## src/rtl/pragmatic_sched_ctrl_pkg.sv

```systemverilog
// Shared types and helpers for the Pragmatic bit-serial MAC sequencer.
// Optional feature macro: PRAG_CYCLE_CNT_EN (issue-cycle counter on the job result).
package prag_ctrl_pkg;

  typedef enum logic [1:0] {
    IDLE  = 2'd0,
    ISSUE = 2'd1,
    DRAIN = 2'd2,
    DONE  = 2'd3
  } state_t;

  // 1st-stage shifter covers base..base+3, 2nd stage selects one of 8 bit positions
  localparam int WIN1   = 4;
  localparam int SEL1_W = 2;
  localparam int SEL2_W = 3;
  localparam int MASK_W = 1 << SEL2_W;

  // Index of the lowest set bit; 0 when the vector is empty (callers gate on non-empty)
  function automatic logic [SEL2_W-1:0] lowest_set_bit(input logic [MASK_W-1:0] v);
    lowest_set_bit = '0;
    for (int i = MASK_W - 1; i >= 0; i--) begin
      if (v[i]) lowest_set_bit = SEL2_W'(i);
    end
  endfunction

endpackage

```

## src/rtl/pragmatic_sched_ctrl_if.sv

```systemverilog
// Job handshake bundle: job offer (in_*) and result return (out_*).
// Optional feature macro: PRAG_CYCLE_CNT_EN adds out_cycles.
interface pragmatic_sched_ctrl_if #(
  parameter int DATA_WIDTH = 8,
  parameter int VEC_LENGTH = 8,
  parameter int ACC_WIDTH  = 24
);
  logic                                  in_valid;
  logic                                  in_ready;
  logic [VEC_LENGTH-1:0][DATA_WIDTH-1:0] in_weight;
  logic [VEC_LENGTH-1:0][DATA_WIDTH-1:0] in_act;
  logic                                  in_load_accum;
  logic [ACC_WIDTH-1:0]                  in_accum;
  logic                                  out_valid;
  logic                                  out_ready;
  logic [ACC_WIDTH-1:0]                  out_result;
`ifdef PRAG_CYCLE_CNT_EN
  logic [3:0]                            out_cycles;

  modport master (
    output in_valid, in_weight, in_act, in_load_accum, in_accum, out_ready,
    input  in_ready, out_valid, out_result, out_cycles
  );
  modport slave (
    input  in_valid, in_weight, in_act, in_load_accum, in_accum, out_ready,
    output in_ready, out_valid, out_result, out_cycles
  );
`else
  modport master (
    output in_valid, in_weight, in_act, in_load_accum, in_accum, out_ready,
    input  in_ready, out_valid, out_result
  );
  modport slave (
    input  in_valid, in_weight, in_act, in_load_accum, in_accum, out_ready,
    output in_ready, out_valid, out_result
  );
`endif
endinterface

```

## src/rtl/pragmatic_sched_ctrl_lane_sched.sv

```systemverilog
// One lane of the essential-bit scheduler: holds the remaining magnitude bits,
// finds the lowest one, and decides whether it fits in the 1st-stage window.
module prag_lane_sched
  import prag_ctrl_pkg::*;
#(
  parameter int DATA_WIDTH = 8
) (
  input  logic                  clk,
  input  logic                  reset_n,
  input  logic                  load,
  input  logic [DATA_WIDTH-1:0] load_mag,
  input  logic                  issue,
  input  logic [SEL2_W-1:0]     base,
  output logic                  nonempty,
  output logic [SEL2_W-1:0]     pos,
  output logic                  en,
  output logic [SEL1_W-1:0]     sel,
  output logic                  empty_next
);
  logic [DATA_WIDTH-1:0] rem_reg;
  logic [DATA_WIDTH-1:0] rem_next;
  logic [SEL2_W-1:0]     diff;

  assign nonempty   = |rem_reg;
  assign pos        = lowest_set_bit(MASK_W'(rem_reg));
  // base is the minimum over non-empty lanes, so diff never wraps when it matters
  assign diff       = pos - base;
  assign en         = issue && nonempty && (diff < SEL2_W'(WIN1));
  assign sel        = en ? diff[SEL1_W-1:0] : '0;
  assign rem_next   = en ? (rem_reg & ~(DATA_WIDTH'(1) << pos)) : rem_reg;
  assign empty_next = (rem_next == '0);

  // Remaining-bit mask: loaded on accept, one bit retired per enabled issue cycle
  always_ff @(posedge clk or negedge reset_n) begin
    if (!reset_n)  rem_reg <= '0;
    else if (load) rem_reg <= load_mag;
    else           rem_reg <= rem_next;
  end
endmodule

```

## src/rtl/pragmatic_sched_ctrl.sv

```systemverilog
// Pragmatic bit-serial MAC sequencer: decomposes weights into essential bits,
// issues one MAC cycle per common base offset and accumulates the MAC results.
// Optional feature macro: PRAG_CYCLE_CNT_EN exposes the job's issue-cycle count.
module pragmatic_sched_ctrl
  import prag_ctrl_pkg::*;
#(
  parameter int DATA_WIDTH   = 8,
  parameter int VEC_LENGTH   = 8,
  parameter int ACC_WIDTH    = 24,
  parameter int RESULT_WIDTH = 24
) (
  input  logic                                  clk,
  input  logic                                  reset_n,
  pragmatic_sched_ctrl_if.slave                 job,
  output logic                                  mac_en,
  output logic [VEC_LENGTH-1:0][DATA_WIDTH-1:0] mac_act,
  output logic [VEC_LENGTH-1:0][SEL1_W-1:0]     mac_shift_1st_sel,
  output logic [VEC_LENGTH-1:0]                 mac_shift_1st_en,
  output logic [VEC_LENGTH-1:0]                 mac_is_neg,
  output logic [SEL2_W-1:0]                     mac_shift_2nd_sel,
  output logic                                  mac_shift_2nd_en,
  input  logic signed [RESULT_WIDTH-1:0]        mac_result
);
  state_t                                state_reg;
  logic                                  in_ready_reg;
  logic                                  out_valid_reg;
  logic [ACC_WIDTH-1:0]                  out_result_reg;
  logic [ACC_WIDTH-1:0]                  acc_reg;
  logic                                  mac_en_reg;
  logic                                  issue_d_reg;
  logic [VEC_LENGTH-1:0][DATA_WIDTH-1:0] act_reg;
  logic [VEC_LENGTH-1:0]                 neg_reg;

  logic                                  accept;
  logic                                  issue;
  logic [VEC_LENGTH-1:0]                 neg_in;
  logic [VEC_LENGTH-1:0][DATA_WIDTH-1:0] mag_in;
  logic [VEC_LENGTH-1:0]                 lane_nonempty;
  logic [VEC_LENGTH-1:0][SEL2_W-1:0]     lane_pos;
  logic [VEC_LENGTH-1:0]                 lane_en;
  logic [VEC_LENGTH-1:0][SEL1_W-1:0]     lane_sel;
  logic [VEC_LENGTH-1:0]                 lane_empty_next;
  logic [SEL2_W-1:0]                     base_c;
  logic [ACC_WIDTH-1:0]                  mac_ext;
  logic [ACC_WIDTH-1:0]                  acc_init;

  assign accept   = (state_reg == IDLE) && in_ready_reg && job.in_valid;
  assign issue    = (state_reg == ISSUE);
  assign mac_ext  = ACC_WIDTH'(mac_result);
  assign acc_init = job.in_load_accum ? job.in_accum : '0;

  // Sign/magnitude split per lane; -128 maps to magnitude 0x80
  for (genvar gi = 0; gi < VEC_LENGTH; gi++) begin : g_lane
    assign neg_in[gi] = job.in_weight[gi][DATA_WIDTH-1];
    assign mag_in[gi] = neg_in[gi] ? (~job.in_weight[gi] + DATA_WIDTH'(1)) : job.in_weight[gi];

    prag_lane_sched #(
      .DATA_WIDTH(DATA_WIDTH)
    ) u_lane (
      .clk       (clk),
      .reset_n   (reset_n),
      .load      (accept),
      .load_mag  (mag_in[gi]),
      .issue     (issue),
      .base      (base_c),
      .nonempty  (lane_nonempty[gi]),
      .pos       (lane_pos[gi]),
      .en        (lane_en[gi]),
      .sel       (lane_sel[gi]),
      .empty_next(lane_empty_next[gi])
    );
  end

  // Common base offset: lowest essential bit among lanes that still have bits
  always_comb begin
    base_c = '1;
    for (int j = 0; j < VEC_LENGTH; j++) begin
      if (lane_nonempty[j] && (lane_pos[j] < base_c)) base_c = lane_pos[j];
    end
  end

  assign mac_en            = mac_en_reg;
  assign mac_shift_2nd_en  = mac_en_reg;
  assign mac_shift_2nd_sel = issue ? base_c : '0;
  assign mac_shift_1st_en  = lane_en;
  assign mac_shift_1st_sel = lane_sel;
  assign mac_act           = act_reg;
  assign mac_is_neg        = neg_reg;
  assign job.in_ready      = in_ready_reg;
  assign job.out_valid     = out_valid_reg;
  assign job.out_result    = out_result_reg;

  // Job FSM with registered handshake outputs; accumulates the result one cycle after each issue
  always_ff @(posedge clk or negedge reset_n) begin
    if (!reset_n) begin
      state_reg      <= IDLE;
      in_ready_reg   <= 1'b1;
      out_valid_reg  <= 1'b0;
      out_result_reg <= '0;
      acc_reg        <= '0;
      mac_en_reg     <= 1'b0;
      issue_d_reg    <= 1'b0;
      act_reg        <= '0;
      neg_reg        <= '0;
    end else begin
      issue_d_reg <= issue;
      case (state_reg)
        IDLE: begin
          if (accept) begin
            act_reg      <= job.in_act;
            neg_reg      <= neg_in;
            acc_reg      <= acc_init;
            in_ready_reg <= 1'b0;
            if (mag_in == '0) begin
              state_reg      <= DONE;
              out_valid_reg  <= 1'b1;
              out_result_reg <= acc_init;
            end else begin
              state_reg  <= ISSUE;
              mac_en_reg <= 1'b1;
            end
          end
        end
        ISSUE: begin
          if (issue_d_reg) acc_reg <= acc_reg + mac_ext;
          if (&lane_empty_next) begin
            state_reg  <= DRAIN;
            mac_en_reg <= 1'b0;
          end
        end
        DRAIN: begin
          acc_reg        <= acc_reg + mac_ext;
          out_result_reg <= acc_reg + mac_ext;
          out_valid_reg  <= 1'b1;
          state_reg      <= DONE;
        end
        DONE: begin
          if (job.out_ready) begin
            out_valid_reg  <= 1'b0;
            out_result_reg <= '0;
            in_ready_reg   <= 1'b1;
            state_reg      <= IDLE;
          end
        end
        default: state_reg <= IDLE;
      endcase
    end
  end

`ifdef PRAG_CYCLE_CNT_EN
  logic [3:0] cyc_cnt_reg;

  // Issue-cycle count for the current job, saturating at 15
  always_ff @(posedge clk or negedge reset_n) begin
    if (!reset_n)                         cyc_cnt_reg <= '0;
    else if (accept)                      cyc_cnt_reg <= '0;
    else if (issue && cyc_cnt_reg != 4'hF) cyc_cnt_reg <= cyc_cnt_reg + 4'd1;
  end

  assign job.out_cycles = cyc_cnt_reg;
`endif

endmodule

```

## src/flat_wrapper.sv

```systemverilog
// flat-port wrapper written by rule: the top's interface ports become plain ports
module pragmatic_sched_ctrl_flat import prag_ctrl_pkg::*;
#(
  parameter int DATA_WIDTH   = 8,
  parameter int VEC_LENGTH   = 8,
  parameter int ACC_WIDTH    = 24,
  parameter int RESULT_WIDTH = 24
)
  (clk, reset_n, mac_en, mac_act, mac_shift_1st_sel, mac_shift_1st_en, mac_is_neg, mac_shift_2nd_sel, mac_shift_2nd_en, mac_result, job_in_valid, job_in_weight, job_in_act, job_in_load_accum, job_in_accum, job_out_ready, job_in_ready, job_out_valid, job_out_result);
  pragmatic_sched_ctrl_if #(.DATA_WIDTH(DATA_WIDTH), .VEC_LENGTH(VEC_LENGTH), .ACC_WIDTH(ACC_WIDTH)) job_i ();
  input  logic clk;
  input  logic reset_n;
  output logic mac_en;
  output logic [VEC_LENGTH-1:0][DATA_WIDTH-1:0] mac_act;
  output logic [VEC_LENGTH-1:0][SEL1_W-1:0] mac_shift_1st_sel;
  output logic [VEC_LENGTH-1:0] mac_shift_1st_en;
  output logic [VEC_LENGTH-1:0] mac_is_neg;
  output logic [SEL2_W-1:0] mac_shift_2nd_sel;
  output logic mac_shift_2nd_en;
  input  logic signed [RESULT_WIDTH-1:0] mac_result;
  input wire logic [$bits(job_i.in_valid)-1:0] job_in_valid;
  input wire logic [$bits(job_i.in_weight)-1:0] job_in_weight;
  input wire logic [$bits(job_i.in_act)-1:0] job_in_act;
  input wire logic [$bits(job_i.in_load_accum)-1:0] job_in_load_accum;
  input wire logic [$bits(job_i.in_accum)-1:0] job_in_accum;
  input wire logic [$bits(job_i.out_ready)-1:0] job_out_ready;
  output wire logic [$bits(job_i.in_ready)-1:0] job_in_ready;
  output wire logic [$bits(job_i.out_valid)-1:0] job_out_valid;
  output wire logic [$bits(job_i.out_result)-1:0] job_out_result;
  assign job_i.in_valid = job_in_valid;
  assign job_i.in_weight = job_in_weight;
  assign job_i.in_act = job_in_act;
  assign job_i.in_load_accum = job_in_load_accum;
  assign job_i.in_accum = job_in_accum;
  assign job_i.out_ready = job_out_ready;
  assign job_in_ready = job_i.in_ready;
  assign job_out_valid = job_i.out_valid;
  assign job_out_result = job_i.out_result;
  pragmatic_sched_ctrl #(.DATA_WIDTH(DATA_WIDTH), .VEC_LENGTH(VEC_LENGTH), .ACC_WIDTH(ACC_WIDTH), .RESULT_WIDTH(RESULT_WIDTH)) u_core (.clk(clk), .reset_n(reset_n), .job(job_i), .mac_en(mac_en), .mac_act(mac_act), .mac_shift_1st_sel(mac_shift_1st_sel), .mac_shift_1st_en(mac_shift_1st_en), .mac_is_neg(mac_is_neg), .mac_shift_2nd_sel(mac_shift_2nd_sel), .mac_shift_2nd_en(mac_shift_2nd_en), .mac_result(mac_result));
endmodule
```

## config.mk

```make
export PLATFORM = sky130hd
export DESIGN_NAME = pragmatic_sched_ctrl_flat
export DESIGN_NICKNAME = d
export VERILOG_FILES = /design/src/rtl/pragmatic_sched_ctrl_pkg.sv /design/src/rtl/pragmatic_sched_ctrl_if.sv /design/src/rtl/pragmatic_sched_ctrl_lane_sched.sv /design/src/rtl/pragmatic_sched_ctrl.sv /design/src/flat_wrapper.sv
export SDC_FILE = /design/constraint.sdc
export NUM_CORES = 1
export LEC_CHECK = 0
export CELL_PAD_IN_SITES_DETAIL_PLACEMENT = 1
export CELL_PAD_IN_SITES_GLOBAL_PLACEMENT = 2
export CORE_MARGIN = 2
export CORE_UTILIZATION = 32
export DETAILED_ROUTE_END_ITERATION = 8
export GPL_TIMING_DRIVEN = 0
export PLACE_DENSITY = 0.82
export SETUP_SLACK_MARGIN = 0.5
export SLEW_MARGIN = 20
export SYNTH_ARGS = -nofsm -noshare
export SYNTH_HDL_FRONTEND = slang
export SYNTH_SLANG_ARGS = --single-unit
```

## constraint.sdc

```tcl
create_clock -name clk -period 40.1 [get_ports clk]
set_clock_uncertainty 0.05 [all_clocks]
set_input_delay 8.02 -clock clk [delete_from_list [all_inputs] [get_ports clk]]
set_output_delay 8.02 -clock clk [all_outputs]
set_load 0.02 [all_outputs]
```

# Yosys cells after proc, flatten, opt, wreduce, memory -nomap -nowiden
# Cells that the tools add are included.
# totals
register_bits	190
latchBits	0
mem_bits_rw	0
rom_bits	0
input_bits	181
out_inout_bits	127
mem_count	0
# classes
addsub	17
multipliers	0
div	0
magnitude_cmp	16
eq_ne	9
shift	8
n_mux	129
bitwise_logic	24
n_reduce_logical	55
# op_table
cell	n
2-to-1 mux 3 bit	73
2-to-1 mux 8 bit	24
2-to-1 mux 24 bit	6
case mux 24 bit (3 select lines)	2
NOT 8 bit	16
adder 8 x 1 -> 8 bit (second input constant)	8
bitwise AND 8 bit	8
logical NOT 64 bit	1
logical NOT 8 bit	8
OR reduction 8 bit	8
left shift 1 x 3 -> 8 bit (first input constant)	8
< comparator 3 bit (second input constant)	9
logical AND 1 bit	26
adder 24 bit	1
2-to-1 mux 2 bit	12
subtractor 3 bit	8
< comparator 3 bit	7
AND reduction 3 bit	3
2-to-1 mux 1 bit	8
case mux 2 bit (4 select lines)	1
AND reduction 4 bit	2
AND reduction 8 bit	1
!= test 2 x 1 -> 1 bit (second input constant)	3
!= test 2 bit (second input constant)	3
8 further kinds	12

# Longest topological paths before layout
# depth
word_depth	40
ltp_mapped	61

# By module
# Synthesis repeated with hierarchy kept, for this count alone.
# hier_totals
hier_cells	1666
area_unflattened_um2	13310.3
# by_module_without_submodules
module	n_inst	cells_per_inst	area_per_inst_um2
pragmatic_sched_ctrl	1	1058	8305.5
prag_lane_sched	8	76	625.6

# Worst setup path after synthesis
# OpenSTA, ideal clock, no wires.
# synth_path
kind	register to output
from	register u_core.g_lane[1].u_lane.rem_reg[4]
to	output mac_shift_1st_sel[12] (netlist bit)
t_arrival_ns	11.219
t_required_ns	32.030
path_slack_ns	20.811
path_stages_with_launch	51
n_path_buf	2
path_cell_list	dfrtp_1 > or4_1 > nand2_1 > inv_2 > ha_1 > a21oi_1 > nand2_1 > o311a_1 > nand2_1 > inv_1 > ha_1 > a221oi_1 > o211ai_1 > o31ai_2 > a21oi_1 > ha_1 > o21ai_0 > a22oi_1 > [15 not listed] > mux2_4 > inv_2 > buf_2 > ha_1 > a21oi_1 > nand3_1 > o21ai_0 > o21ai_2 > nor2_1 > a31o_2 > ha_1 > inv_1 > fa_1 > clkbuf_1 > xnor2_1 > nor2_1 > or3_1 > nor2_1
# synth_lines
element	line	source
start, declared	pragmatic_sched_ctrl_lane_sched.sv:20	logic [DATA_WIDTH-1:0] rem_reg;
start signal, assigned	pragmatic_sched_ctrl_lane_sched.sv:36	else if (load) rem_reg <= load_mag;
start signal, assigned	pragmatic_sched_ctrl_lane_sched.sv:37	else rem_reg <= rem_next;
end, declared	flat_wrapper.sv:15	output logic [VEC_LENGTH-1:0][SEL1_W-1:0] mac_shift_1st_sel;

==> flow_metrics.env <==
export IMPL_grt_antenna_before_repair=8
export IMPL_worst_pin_slew_ps=1076
export IMPL_number_of_slew_limit_violations_in_the_final_report=0
export IMPL_setup_worst_path_start_class="flip-flop"
export IMPL_cp_arrival_ps=15240
export IMPL_setup_violations=0
export IMPL_die_height_um=215.2
export IMPL_cts_setup_buffers=0
export IMPL_initial_utilization=0.3233
export IMPL_wire_per_inst_um=24.26
export IMPL_synth_seq_area_share=0.3333
export IMPL_cts_htree_levels=4
export IMPL_clk_transition_reported_paths_ps=80
export IMPL_run_status="completed"
export IMPL_num_io_pins=308
export IMPL_place_port_buffers=298
export IMPL_die_w_um=215.2
export IMPL_drt_first_pass_iters=5
export IMPL_critical_path_endpoint_type="primary output"
export IMPL_layout_commonest_cell="nand2_1"
export IMPL_synth_cells=1802
export IMPL_critical_path_top_delay_family="compound AO/OA/AOI/OAI gates"
export IMPL_postSynthNetCount=2053
export IMPL_timing_critical_path_slowest_stage_cell="o21ai_0"
export IMPL_drt_wl_total_um=66280
export IMPL_root_buffer_cell="clkbuf_16"
export IMPL_gpl_final_weighted_congestion=0.9824
export IMPL_timing_critical_path_fanout_max=10
export IMPL_nets=2372
export IMPL_die_area_mm2=0.04629
export IMPL_max_cap_viol_count=0
export IMPL_routed_via_count=15270
export IMPL_cts_tree="built"
export IMPL_drc_errors=0
export IMPL_fin_crit_sh=0.5813
export IMPL_hold_path_class="flip-flop to flip-flop"
export IMPL_syn_mean_instance_area_um2=7.918
export IMPL_clk_insertion_delay_late_ps=450
export IMPL_track_usage=0.2811
export IMPL_crit_top_cell="ha_1"
export IMPL_critPathKind="flip-flop to primary output"
export IMPL_vias_per_cell=5.589
export IMPL_fin_setup_tns_ps=0
export IMPL_cts_buffers_inserted=17
export IMPL_clock_sinks=190
export IMPL_maxSlewHeadroom=0.2772
export IMPL_route_antenna_remaining_nets=0
export IMPL_timing_critical_path_buf_inv=8
export IMPL_dr_first_iter_drc_count=1140
export IMPL_distinct_cell_type_count_of_the_synthesized_netlist=91
export IMPL_grt_ovf=0
export IMPL_most_common_layout_cells="379 x nand2_1, 297 x clkdlybuf4s50_1, 189 x dfrtp_1"
export IMPL_grt_start_max_net_pins=83
export IMPL_grt_first_pass_wirelength_um=98640
export IMPL_grt_setup_unrepaired="false"
export IMPL_syn_to_final_growth_pct=30.87
export IMPL_floorplan_core_area_mm2=0.04412
export IMPL_yosysWarnings=0
export IMPL_finalHoldViolations=0
export IMPL_ctsHoldBuffers=0
export IMPL_detailedPlacementHpwl_um=53160
export IMPL_finalCriticalPeriod_ps=23310
export IMPL_synth_edff_count=0
export IMPL_yosys_register_bits=190
export IMPL_grt_pass1_vias=15540
export IMPL_achievable_frequency_mhz=42.90
export IMPL_critical_path_max_stage_delay_ps=740
export IMPL_clock_tree_buffer_depth=2
export IMPL_synthesis_area_mm2=0.01427
export IMPL_final_layout_size_suffix_gt1_frac=0.05483
export IMPL_asr_flop_ratio_synth=1.000
export IMPL_post_cts_resize_count=0
export IMPL_rows=77
export IMPL_synth_top_flop_cell="dfrtp_1"
export IMPL_critical_path_required_ps=32030
[area by class of cell]
cell class / count / area (um^2)
tap: 592 / 740.7
multi-input combinational: 1427 / 8770
fill: 5410 / 25450
antenna: 6 / 15.01
buffer: 98 / 434.2
clock inverter: 13 / 153.9
timing repair buffer: 300 / 3043
clock buffer: 19 / 432.9
inverter: 87 / 326.6
sequential: 190 / 4756
[final timing paths]
| path | start | endpoint | slack, ps | cells after the start |
|---|---|---|---|---|
| worst max-delay path | u_core.g_lane[1].u_lane.rem_reg[5] | mac_shift_1st_sel[13] | 16790 | 53 |
| worst min register to register | u_core.mac_act[10] | u_core.mac_act[10] | 420 | 2 |
| worst min-delay path | u_core.mac_act[10] | u_core.mac_act[10] | 420 | 2 |
| worst max register to register | u_core.g_lane[1].u_lane.rem_reg[5] | u_core.state_reg[1] | 24590 | 54 |
| min in group asynchronous | reset_n | u_core.job.out_result[11] | 7370 | 1 |
| max in group asynchronous | reset_n | u_core.g_lane[1].u_lane.rem_reg[0] | 31460 | 3 |
[kinds of logic (layout without fill, tap and decap cells)]
group	Yosys count	count (layout)	synth area share
fa+ha+maj	70	70	0.06612
mux	39	39	0.02876
compound gates	434	434	0.2097
flops	190	190	0.3333
other cells	0	6	0
simple gates	813	813	0.2652
xor+xnor	71	71	0.04358
buf+inv	185	517	0.05332
[tightest hold or removal path, cell delays in order, from the launching register on]
cell	delay [ps]
dfrtp_1	340
nand2_1	50
nand2_1	50
[Yosys cell counts, types with 13 or more instances]
cell type,count,area share
mux2i_1,29,0.020
a211oi_1,22,0.012
nor2_1,138,0.036
nor4_1,27,0.012
inv_1,84,0.022
nand2b_1,14,0.0061
o21bai_1,13,0.0068
o21ai_0,120,0.042
nand2_1,379,0.10
nand3_1,42,0.015
nor3_1,51,0.018
ha_1,61,0.053
dfrtp_1,189,0.33
o31ai_1,19,0.010
or3_1,21,0.0092
clkbuf_1,75,0.020
xnor2_1,41,0.025
nor2b_1,19,0.0083
a21oi_1,80,0.028
and3_1,36,0.016
o211ai_1,21,0.011
a32oi_1,30,0.018
and2_1,14,0.0061
nand4_1,23,0.010
xor2_1,30,0.018
[per-layer routing]
metal,part of all wire,track usage,vias up
met4,0.018,0.06460,6
met1,0.45,0.3819,7751
met5,0.00051,0,-
met3,0.052,0.04643,65
li1,-,-,7034
met2,0.48,0.4674,414
[metrics by stage]
step	instances	hold slack, ps	area (um^2)	utilization	setup WS, ps
final	2732	424.1	18670	0.4232	16790
after global routing	2730	447.9	18670	0.4230	15860
after CTS	2726	430.1	18650	0.4227	17000
after detailed placement	2694	411.7	18060	0.4094	17550
after global placement	2692	406.8	17990	0.4077	17800
after floorplan	1802	403.8	14270	-	20810
Power is left out: the tool's default activity adds up to more than one toggle a clock period on the data nets, which glitch-free logic cannot reach.
